### src/rtl/usb_rx_pkg.sv
// usb_rx_pkg
//   Types and defaults shared by the USB RX bit-recovery slice.
//   - line_state_t   : decoded D+/D- line condition (J, K, SE0, SE1)
//   - rx_bit_state_t : bit-recovery FSM states
//   - decode_line()  : maps a synchronized (dp, dm) pair onto line_state_t
package usb_rx_pkg;

  localparam int USB_CLKS_PER_BIT = 8;
  localparam int USB_SAMPLE_POINT = 3;
  localparam int USB_STUFF_LEN    = 6;

  typedef enum logic [1:0] {
    J   = 2'd0,
    K   = 2'd1,
    SE0 = 2'd2,
    SE1 = 2'd3
  } line_state_t;

  typedef enum logic [1:0] {
    IDLE    = 2'd0,
    RUN     = 2'd1,
    SE0_ONE = 2'd2,
    DONE    = 2'd3
  } rx_bit_state_t;

  // Full-speed polarity: J drives D+ high, K drives D- high.
  function automatic line_state_t decode_line(input logic dp, input logic dm);
    line_state_t ls;
    case ({dp, dm})
      2'b10:   ls = J;
      2'b01:   ls = K;
      2'b00:   ls = SE0;
      default: ls = SE1;
    endcase
    return ls;
  endfunction

endpackage

### src/rtl/usb_rx_bit_recover_edge.sv
// usb_edge_detect
//   Flags any change of the synchronized D+ level relative to the previous
//   clock. The previous-level register resets to 1 so that an idle J line
//   coming out of reset does not look like a transition.
//   Ports:
//     clk          system clock
//     n_rst        asynchronous active-low reset
//     d_plus_sync  synchronized D+ level
//     d_edge       combinational, high while d_plus_sync != registered copy
module usb_edge_detect (
  input  logic clk,
  input  logic n_rst,
  input  logic d_plus_sync,
  output logic d_edge
);

  logic prev_dp;

  // Registered copy of D+, tracked continuously regardless of enable.
  always_ff @(posedge clk or negedge n_rst) begin
    if (!n_rst) begin
      prev_dp <= 1'b1;
    end else begin
      prev_dp <= d_plus_sync;
    end
  end

  assign d_edge = d_plus_sync ^ prev_dp;

endmodule

### src/rtl/usb_rx_bit_recover.sv
// usb_rx_bit_recover
//   Recovers bit timing from synchronized D+/D-, samples mid-bit, NRZI-decodes,
//   strips stuffed bits and detects end-of-packet.
//   Ports:
//     clk           system clock
//     n_rst         asynchronous active-low reset
//     d_plus_sync   synchronized D+ level
//     d_minus_sync  synchronized D- level
//     enable        high while the RCU is receiving a packet
//     d_edge        combinational D+ transition flag
//     bit_strobe    one-cycle pulse, bit_out valid
//     bit_out       decoded data bit (held between strobes)
//     eop           one-cycle pulse on end-of-packet
//     stuff_err     one-cycle pulse on a bit-stuff violation
//     line_err      one-cycle pulse on SE1 or an isolated SE0
module usb_rx_bit_recover
  import usb_rx_pkg::*;
#(
  parameter int CLKS_PER_BIT = USB_CLKS_PER_BIT,
  parameter int SAMPLE_POINT = USB_SAMPLE_POINT,
  parameter int STUFF_LEN    = USB_STUFF_LEN
) (
  input  logic clk,
  input  logic n_rst,
  input  logic d_plus_sync,
  input  logic d_minus_sync,
  input  logic enable,
  output logic d_edge,
  output logic bit_strobe,
  output logic bit_out,
  output logic eop,
  output logic stuff_err,
  output logic line_err
);

  localparam int PHASE_W = $clog2(CLKS_PER_BIT);
  localparam int ONES_W  = $clog2(STUFF_LEN + 1);

  localparam logic [PHASE_W-1:0] PHASE_LAST   = PHASE_W'(CLKS_PER_BIT - 1);
  localparam logic [PHASE_W-1:0] PHASE_SAMPLE = PHASE_W'(SAMPLE_POINT);
  localparam logic [ONES_W-1:0]  ONES_MAX     = ONES_W'(STUFF_LEN);

  logic [PHASE_W-1:0] phase;
  logic [ONES_W-1:0]  ones_cnt;
  logic [ONES_W-1:0]  ones_nxt;
  logic               last_level;
  logic               last_level_nxt;
  rx_bit_state_t      state;
  rx_bit_state_t      state_nxt;

  logic        sample;
  logic        nrzi_bit;
  logic        take_data;
  line_state_t line_now;

  logic strobe_nxt;
  logic bit_out_nxt;
  logic eop_nxt;
  logic stuff_err_nxt;
  logic line_err_nxt;

  usb_edge_detect u_edge (
    .clk         (clk),
    .n_rst       (n_rst),
    .d_plus_sync (d_plus_sync),
    .d_edge      (d_edge)
  );

  // Phase counter: resyncs on every D+ transition so that the sample point
  // stays mid-bit even when the transmitter clock drifts from ours.
  always_ff @(posedge clk or negedge n_rst) begin
    if (!n_rst) begin
      phase <= '0;
    end else if (!enable || d_edge) begin
      phase <= '0;
    end else if (phase == PHASE_LAST) begin
      phase <= '0;
    end else begin
      phase <= phase + PHASE_W'(1);
    end
  end

  // An edge landing on the sample-point cycle suppresses that sample.
  assign sample   = enable && (phase == PHASE_SAMPLE) && !d_edge;
  assign line_now = decode_line(d_plus_sync, d_minus_sync);
  assign nrzi_bit = (d_plus_sync == last_level);

  // Next-state and pulse generation. A J/K sample that should be decoded
  // raises take_data; the decode/destuff step is shared by RUN and by the
  // recovery path out of SE0_ONE.
  always_comb begin
    state_nxt      = state;
    last_level_nxt = last_level;
    ones_nxt       = ones_cnt;
    strobe_nxt     = 1'b0;
    bit_out_nxt    = bit_out;
    eop_nxt        = 1'b0;
    stuff_err_nxt  = 1'b0;
    line_err_nxt   = 1'b0;
    take_data      = 1'b0;

    if (!enable) begin
      state_nxt      = IDLE;
      last_level_nxt = 1'b1;
      ones_nxt       = '0;
    end else begin
      case (state)
        IDLE: begin
          state_nxt = RUN;
        end
        RUN: begin
          if (sample) begin
            case (line_now)
              SE0:     state_nxt    = SE0_ONE;
              SE1:     line_err_nxt = 1'b1;
              default: take_data    = 1'b1;
            endcase
          end
        end
        SE0_ONE: begin
          if (sample) begin
            case (line_now)
              SE0: begin
                eop_nxt        = 1'b1;
                ones_nxt       = '0;
                last_level_nxt = 1'b1;
                state_nxt      = DONE;
              end
              SE1: begin
                line_err_nxt = 1'b1;
                state_nxt    = RUN;
              end
              default: begin
                line_err_nxt = 1'b1;
                take_data    = 1'b1;
                state_nxt    = RUN;
              end
            endcase
          end
        end
        default: begin
          state_nxt = DONE;
        end
      endcase
    end

    // After STUFF_LEN ones the next bit must be a stuffed 0, which is
    // consumed silently; a 1 there is a stuffing violation.
    if (take_data) begin
      last_level_nxt = d_plus_sync;
      if (ones_cnt == ONES_MAX) begin
        ones_nxt = '0;
        if (nrzi_bit) begin
          stuff_err_nxt = 1'b1;
        end
      end else begin
        strobe_nxt  = 1'b1;
        bit_out_nxt = nrzi_bit;
        ones_nxt    = nrzi_bit ? (ones_cnt + ONES_W'(1)) : '0;
      end
    end
  end

  // State and registered outputs.
  always_ff @(posedge clk or negedge n_rst) begin
    if (!n_rst) begin
      state      <= IDLE;
      last_level <= 1'b1;
      ones_cnt   <= '0;
      bit_strobe <= 1'b0;
      bit_out    <= 1'b0;
      eop        <= 1'b0;
      stuff_err  <= 1'b0;
      line_err   <= 1'b0;
    end else begin
      state      <= state_nxt;
      last_level <= last_level_nxt;
      ones_cnt   <= ones_nxt;
      bit_strobe <= strobe_nxt;
      bit_out    <= bit_out_nxt;
      eop        <= eop_nxt;
      stuff_err  <= stuff_err_nxt;
      line_err   <= line_err_nxt;
    end
  end

endmodule

### config.mk
export PLATFORM = sky130hd
export DESIGN_NAME = usb_rx_bit_recover
export DESIGN_NICKNAME = d
export VERILOG_FILES = /design/src/rtl/usb_rx_pkg.sv /design/src/rtl/usb_rx_bit_recover_edge.sv /design/src/rtl/usb_rx_bit_recover.sv
export SDC_FILE = /design/constraint.sdc
export NUM_CORES = 1
export LEC_CHECK = 0
export CORE_MARGIN = 1.5
export CORE_UTILIZATION = 50
export CTS_CLUSTER_SIZE = 40
export DETAILED_ROUTE_END_ITERATION = 16
export DONT_BUFFER_PORTS = 1
export GPL_TIMING_DRIVEN = 0
export PLACE_DENSITY = 0.61
export SLEW_MARGIN = 25
export SYNTH_ARGS = -nofsm -noshare
export SYNTH_HDL_FRONTEND = slang
export SYNTH_SLANG_ARGS = --single-unit
### constraint.sdc
create_clock -name clk -period 3.1 [get_ports clk]
set_input_delay 0 -clock clk [delete_from_list [all_inputs] [get_ports clk]]
set_output_delay 0 -clock clk [all_outputs]
set_load 0.005 [all_outputs]
; ---- Word-level counts from Yosys, hierarchy flattened
; Cells that the tools add are included.
[op_classes]
eq_ne = 16
reduce_logical = 12
add_sub_neg = 2
bitwise_logic = 2
mux = 40
[op_table]
columns = op, n
row1 = 3-bit 2-to-1 mux, 9
row2 = 1-bit 2-to-1 mux, 23
row3 = 2-bit one-hot mux with 3 select lines, 2
row4 = 2-bit 2-to-1 mux, 5
row5 = "3-bit by 1-bit != test with 1-bit output, second input constant", 3
row6 = "3-bit != test, second input constant", 3
row7 = "2-bit == test, second input constant", 4
row8 = "3-bit by 1-bit adder with 3-bit output, second input constant", 2
row9 = "3-bit == test, second input constant", 2
row10 = 3-bit AND reduction, 2
row11 = "2-bit by 1-bit == test with 1-bit output, second input constant", 2
row12 = 2-bit zero test, 2
row13 = 2-bit OR reduction, 2
row14 = "3-bit by 2-bit == test with 1-bit output, second input constant", 1
row15 = 1-bit logical AND, 2
row16 = 1-bit zero test, 2
row17 = 1-bit one-hot mux with 2 select lines, 1
row18 = 2-bit AND reduction, 1
row19 = 1-bit == test, 1
row20 = 1-bit logical OR, 1
row21 = 1-bit inverter, 1
row22 = 1-bit bitwise XOR, 1
[totals]
out_inout_bits = 6
register_bits = 15
in_bits = 5
elab_cells = 82

; ---- Logic depth before layout (Yosys ltp)
[depth]
word_depth = 10
ltp_mapped = 6
mapped_depth_nobuf = 6

; ---- Cells and area by module
; Synthesis repeated with hierarchy kept, for this count alone.
[hier_totals]
hier_cells = 75
area_unflattened_um2 = 782.0
[by_module_without_submodules]
columns = module, seq_area_each_um2, n_inst, cells_each, area_per_inst_um2
row1 = usb_rx_bit_recover, 351.6, 1, 73, 747.0
row2 = usb_edge_detect, 26.3, 1, 2, 35.0

; ---- Worst setup path after synthesis
; Ideal clock, no wire load.
[synth_timing]
path_type = reg-to-reg
startpoint = register phase[0]
endpoint = register bit_out
required_ns = 2.981
n_path_buf = 0
t_arrival_ns = 1.369
setup_ns = 0.119
period_less_slack_ns = 1.488
stages_incl_launch_ff = 7
path_slack_ns = 1.612
cell_sequence = dfrtp_1 > ha_1 > ha_1 > and2_1 > and2_4 > nand4_2 > a21bo_1
[synth_between]
elab_chain_cells = 7
[synth_rtl]
columns = item, line_no
row1 = from (decl), usb_rx_bit_recover.sv:43  ; logic [PHASE_W-1:0] phase;
row2 = from (signal assigned), usb_rx_bit_recover.sv:79  ; phase <= phase + PHASE_W'(1);
row3 = 3-bit by 2-bit == test with 1-bit output, usb_rx_bit_recover.sv:84  ; assign sample = enable && (phase == PHASE_SAMPLE) && !d_edge;
row4 = 1-bit logical AND (2 in series), usb_rx_bit_recover.sv:84
row5 = 1-bit 2-to-1 mux, usb_rx_bit_recover.sv:121  ; if (sample) begin
row6 = 1-bit 2-to-1 mux, --
row7 = 1-bit 2-to-1 mux, usb_rx_bit_recover.sv:102  ; if (!enable) begin
row8 = 2-bit AND reduction (no source line), --
row9 = to (signal assigned), usb_rx_bit_recover.sv:180  ; bit_out <= bit_out_nxt;
row10 = to (decl), usb_rx_bit_recover.sv:30  ; output logic bit_out,
; Every way passes these cells.
; A chain may end at the register's enable or synchronous reset.

; ---- Final worst setup path
[layout_timing]
startpoint = register state[0]
endpoint = register ones_cnt[2]
[layout_between]
elab_chain_cells = 6
elab_cells_between_ends = 10
cone_classes = 5 x eq/ne / 3 x mux / 2 x reduce/logical
[layout_rtl]
columns = item, line_no
row1 = from (decl), usb_rx_bit_recover.sv:48  ; rx_bit_state_t state;
row2 = from (signal assigned), usb_rx_bit_recover.sv:176  ; state <= state_nxt;
row3 = 2-bit == test / 2-bit by 1-bit == test with 1-bit output (equally long branches), usb_rx_bit_recover.sv:107  ; case (state)
row4 = 2-bit OR reduction (no source line), --
row5 = 1-bit 2-to-1 mux, --
row6 = 1-bit 2-to-1 mux, usb_rx_bit_recover.sv:102
row7 = 3-bit by 1-bit != test with 1-bit output (no source line), --
row8 = 3-bit AND reduction (no source line), --
row9 = to (signal assigned), usb_rx_bit_recover.sv:178  ; ones_cnt <= ones_nxt;
row10 = to (decl), usb_rx_bit_recover.sv:44  ; logic [ONES_W-1:0] ones_cnt;
; Parallel ways exist; a longest one is shown, timed or not.

==> run summary <==
SYNTHESIS
-------------------------------------------------------------------------------------------------
Net count after synthesis                                                                      90
Portion of the post-synthesis area used by sequential elements                             46.97%
Syn_area_per_cell                                                                       10.73 um2
Top post-synthesis cells by area                                                     sky130_fd_sc_hd__dfrtp_1 (40%), sky130_fd_sc_hd__ha_1 (16%), sky130_fd_sc_hd__dfstp_2 (6.5%)
Post-synth design cell area                                                             804.5 um2
Count of yosys warnings during synthesis                                                        0
Number of distinct library cell variants in the gate-level netlist after synthesis             31
Post-synthesis cell type with the largest combined area                              sky130_fd_sc_hd__dfrtp_1
Synth Register Bits                                                                            15
Fraction of post-synthesis cell area in the top cell type by area                          40.44%
Post-synthesis cell count                                                                      75

POWER
-------------------------------------------------------------------------------------------------
Sequential share of power                                                                   54.5%
Ratio of total power to cell area                                                    439.5 nW/um2
Switching power total                                                                    106.9 uW
Maximum vdd drop                                                                         302.6 uV
Leak                                                                                    0.4595 nW
Clock Power Share                                                                           28.3%
Internal power component                                                                 280.8 uW
Combinational fraction of design power                                                      17.2%
Sw frac                                                                                    27.57%

OUTCOME
-------------------------------------------------------------------------------------------------
Result of the run                                                                       completed

WORST SETUP PATH
-------------------------------------------------------------------------------------------------
CP max FO                                                                                       5
Setup Crit Path Kind                                                                 register to register
Critical path arrival                                                                     1.81 ns
Capturing element type of the critical path                                              register
Required time reported for the critical path endpoint                                     3.28 ns
Crit start category                                                                      register

STA
-------------------------------------------------------------------------------------------------
Clock skew                                                                            0.003983 ns
Setup repair after global routing missed its margin                                         false
Maximum clock rate                                                                      613.4 MHz
Slew at the pin closest to its max-slew limit                                           0.6818 ns
Final slew viol count                                                                           0
WHS                                                                                    0.01985 ns
Final period util                                                                          52.59%
Count of endpoints failing setup in the final report                                            0
Total negative slack                                                                         0 ns
Final count of hold timing violations                                                           0
Headroom to the max-slew limit                                                             54.40%
Shortest clock period the worst path allows after layout                                 1.630 ns

GLOBAL ROUTING
-------------------------------------------------------------------------------------------------
Largest net degree at the start of global routing                                              16
Global-route usage over all layers                                                         17.44%
Initial antenna violation count                                                                 0
Residual overflow from global routing                                                           0
Wire length of the first global-routing pass                                              2346 um
Via count of the first global-routing pass                                                    562

FLOORPLANNING
-------------------------------------------------------------------------------------------------
Site Rows                                                                                      14
Total core area                                                                          1506 um2
Vertical die dimension                                                                   43.11 um
I/O pin count                                                                                  11
Area enclosed by the die boundary                                                        1858 um2
Die Width                                                                                43.11 um
Starting density of the core                                                               53.41%

CTS
-------------------------------------------------------------------------------------------------
Buffers inserted by post-CTS timing repair                                                      0
TritonCTS buffer count                                                                          3
Maximum clock path buffer count                                                                 2
Clock tree from TritonCTS                                                                    done
Clock sinks                                                                                    15
Post-CTS Hold Fix Bufs                                                                          3
Worst-skew pair later-pin latency                                                         0.28 ns
CTS Root Cell                                                                        sky130_fd_sc_hd__clkbuf_4
CTS H-tree lvls                                                                                 1
Count of cells resized by post-cts repair                                                       0
Clk slew on worst S/H paths                                                               0.08 ns

HOLD PATH
-------------------------------------------------------------------------------------------------
Worst min path class                                                                 input port to register

PLACED DESIGN
-------------------------------------------------------------------------------------------------
Port Buffers                                                                                    0
Placed standard-cell area                                                               824.5 um2
GPL Wtd Cong                                                                               0.8028
Detailed Place HPWL                                                                       1001 um

DETAILED ROUTING
-------------------------------------------------------------------------------------------------
Average vias per placed instance                                                            5.714
DR DRC count                                                                                    0
Remaining antenna violation count after routing                                                 0
Starting DRT DRC Count                                                                          4
Average wire per standard cell                                                           13.42 um
Number of iterations in the first detailed-routing pass                                         2
Total Routed Length                                                                       1315 um
Via count                                                                                     560

FINAL LAYOUT
-------------------------------------------------------------------------------------------------
Signed area change from the synthesized netlist to the final layout                        9.642%
Filler cells                                                                                  139
Number of nets in the layout                                                                   98
Area used by multi-input combinational logic                                            389.1 um2
Proportion of layout cells with a drive suffix above 1                                     13.41%
Final design instance area without fill                                                 882.1 um2
Sequential cell area                                                                    377.9 um2
Antenna cell count                                                                              0
Top library cells by usage in the layout, fill and taps aside                        sky130_fd_sc_hd__dfrtp_1 (13), sky130_fd_sc_hd__inv_1 (10), sky130_fd_sc_hd__ha_1 (10)
Most common library cell in the layout ignoring fill and taps                        sky130_fd_sc_hd__dfrtp_1

FLOW RUN
-------------------------------------------------------------------------------------------------
Number of maximum-capacitance violations                                                        0

## per-layer routing
layer  vias up  global-route usage, %  wire, um
met5         -                      0         0
met4         0                  5.455         9
met3         2                  7.234        67
met2        12                  28.06       569
met1       267                  21.08       669
li1        279                      -         -
## Yosys cell counts (all sizes together)
master and count:
a21boi 1, dfrtp 13, a22oi 1, nand3 2, xnor2 2, a21oi 3, a21bo 1, o21a 2
o22a 1, o2bb2ai 1, o21ai 1, dfstp 2, o2111ai 1, nand2 6, and3 1, nor3 2
nor2 5, nand4 2, ha 10, and2 2, a21o 1, inv 10, and2b 1, o31ai 1
nand2b 1, a311oi 1, mux2i 1
## sequential cells by signal, indices dropped and copies added (netlist names)
signal,flops
bit_out,1
bit_strobe,1
eop,1
last_level,1
line_err,1
ones_cnt,3
phase,3
state,2
stuff_err,1
u_edge.prev_dp,1
## cell families (layout without fill, tap and decap cells)
| kind of cell | after synthesis | in the layout | synth area share (%) |
|---|---|---|---|
| flops | 15 | 15 | 46.97 |
| fa+ha+maj | 10 | 10 | 15.55 |
| simple gates | 22 | 22 | 14.78 |
| compound gates | 15 | 15 | 13.69 |
| mux | 1 | 1 | 1.244 |
| xor+xnor | 2 | 2 | 3.111 |
| buf+inv | 10 | 17 | 4.666 |
## critical path, stage by stage (launching register included)
cell and delay, ns:
sky130_fd_sc_hd__dfrtp_1 0.42, sky130_fd_sc_hd__inv_1 0.08, sky130_fd_sc_hd__ha_1 0.31, sky130_fd_sc_hd__and2b_2 0.27
sky130_fd_sc_hd__a21oi_1 0.07, sky130_fd_sc_hd__o21a_1 0.21, sky130_fd_sc_hd__a21o_1 0.18
## final cells by class
cell class,instances,area share [%]
multi-input cells,50,44.11
flip-flops and latches,15,42.84
inverters,10,4.255
repair buffers,3,3.404
clock buffers,3,2.553
well taps,16,2.270
clock inverters,1,0.5674
## stage by stage
stage / instances / setup WS, ns / utilization [%] / total power, mW
floorplan: 75 / 1.612 / - / 0.2624
global placement: 91 / 1.499 / 54.73 / 0.2728
detailed placement: 91 / 1.484 / 54.73 / 0.2742
CTS: 98 / 1.468 / 58.55 / 0.3924
global route: 98 / 1.379 / 58.55 / 0.4150
finish: 98 / 1.470 / 58.55 / 0.3877
## path summary, 6_finish.rpt
check,to,slack (ns),startpoint,depth (start not counted)
worst max-delay path,ones_cnt[2],1.47,state[0],6
worst min-delay path,phase[2],0.02,d_plus_sync,3
worst max register to register,ones_cnt[2],1.47,state[0],6
worst min register to register,phase[0],0.44,phase[0],1
max in group asynchronous,stuff_err,2.47,n_rst,1
min in group asynchronous,state[1],0.19,n_rst,1
## power by group through the flow
stage	Clock, mW	Sequential, mW	Combinational, mW
3_3_place_gp	0	0.215	0.0581
2_1_floorplan	0	0.214	0.0489
6_report	0.110	0.211	0.0667
3_5_place_dp	0	0.215	0.0592
4_1_cts	0.114	0.211	0.0674
5_1_grt	0.125	0.213	0.0774
Power figures use the tool's default switching activity.
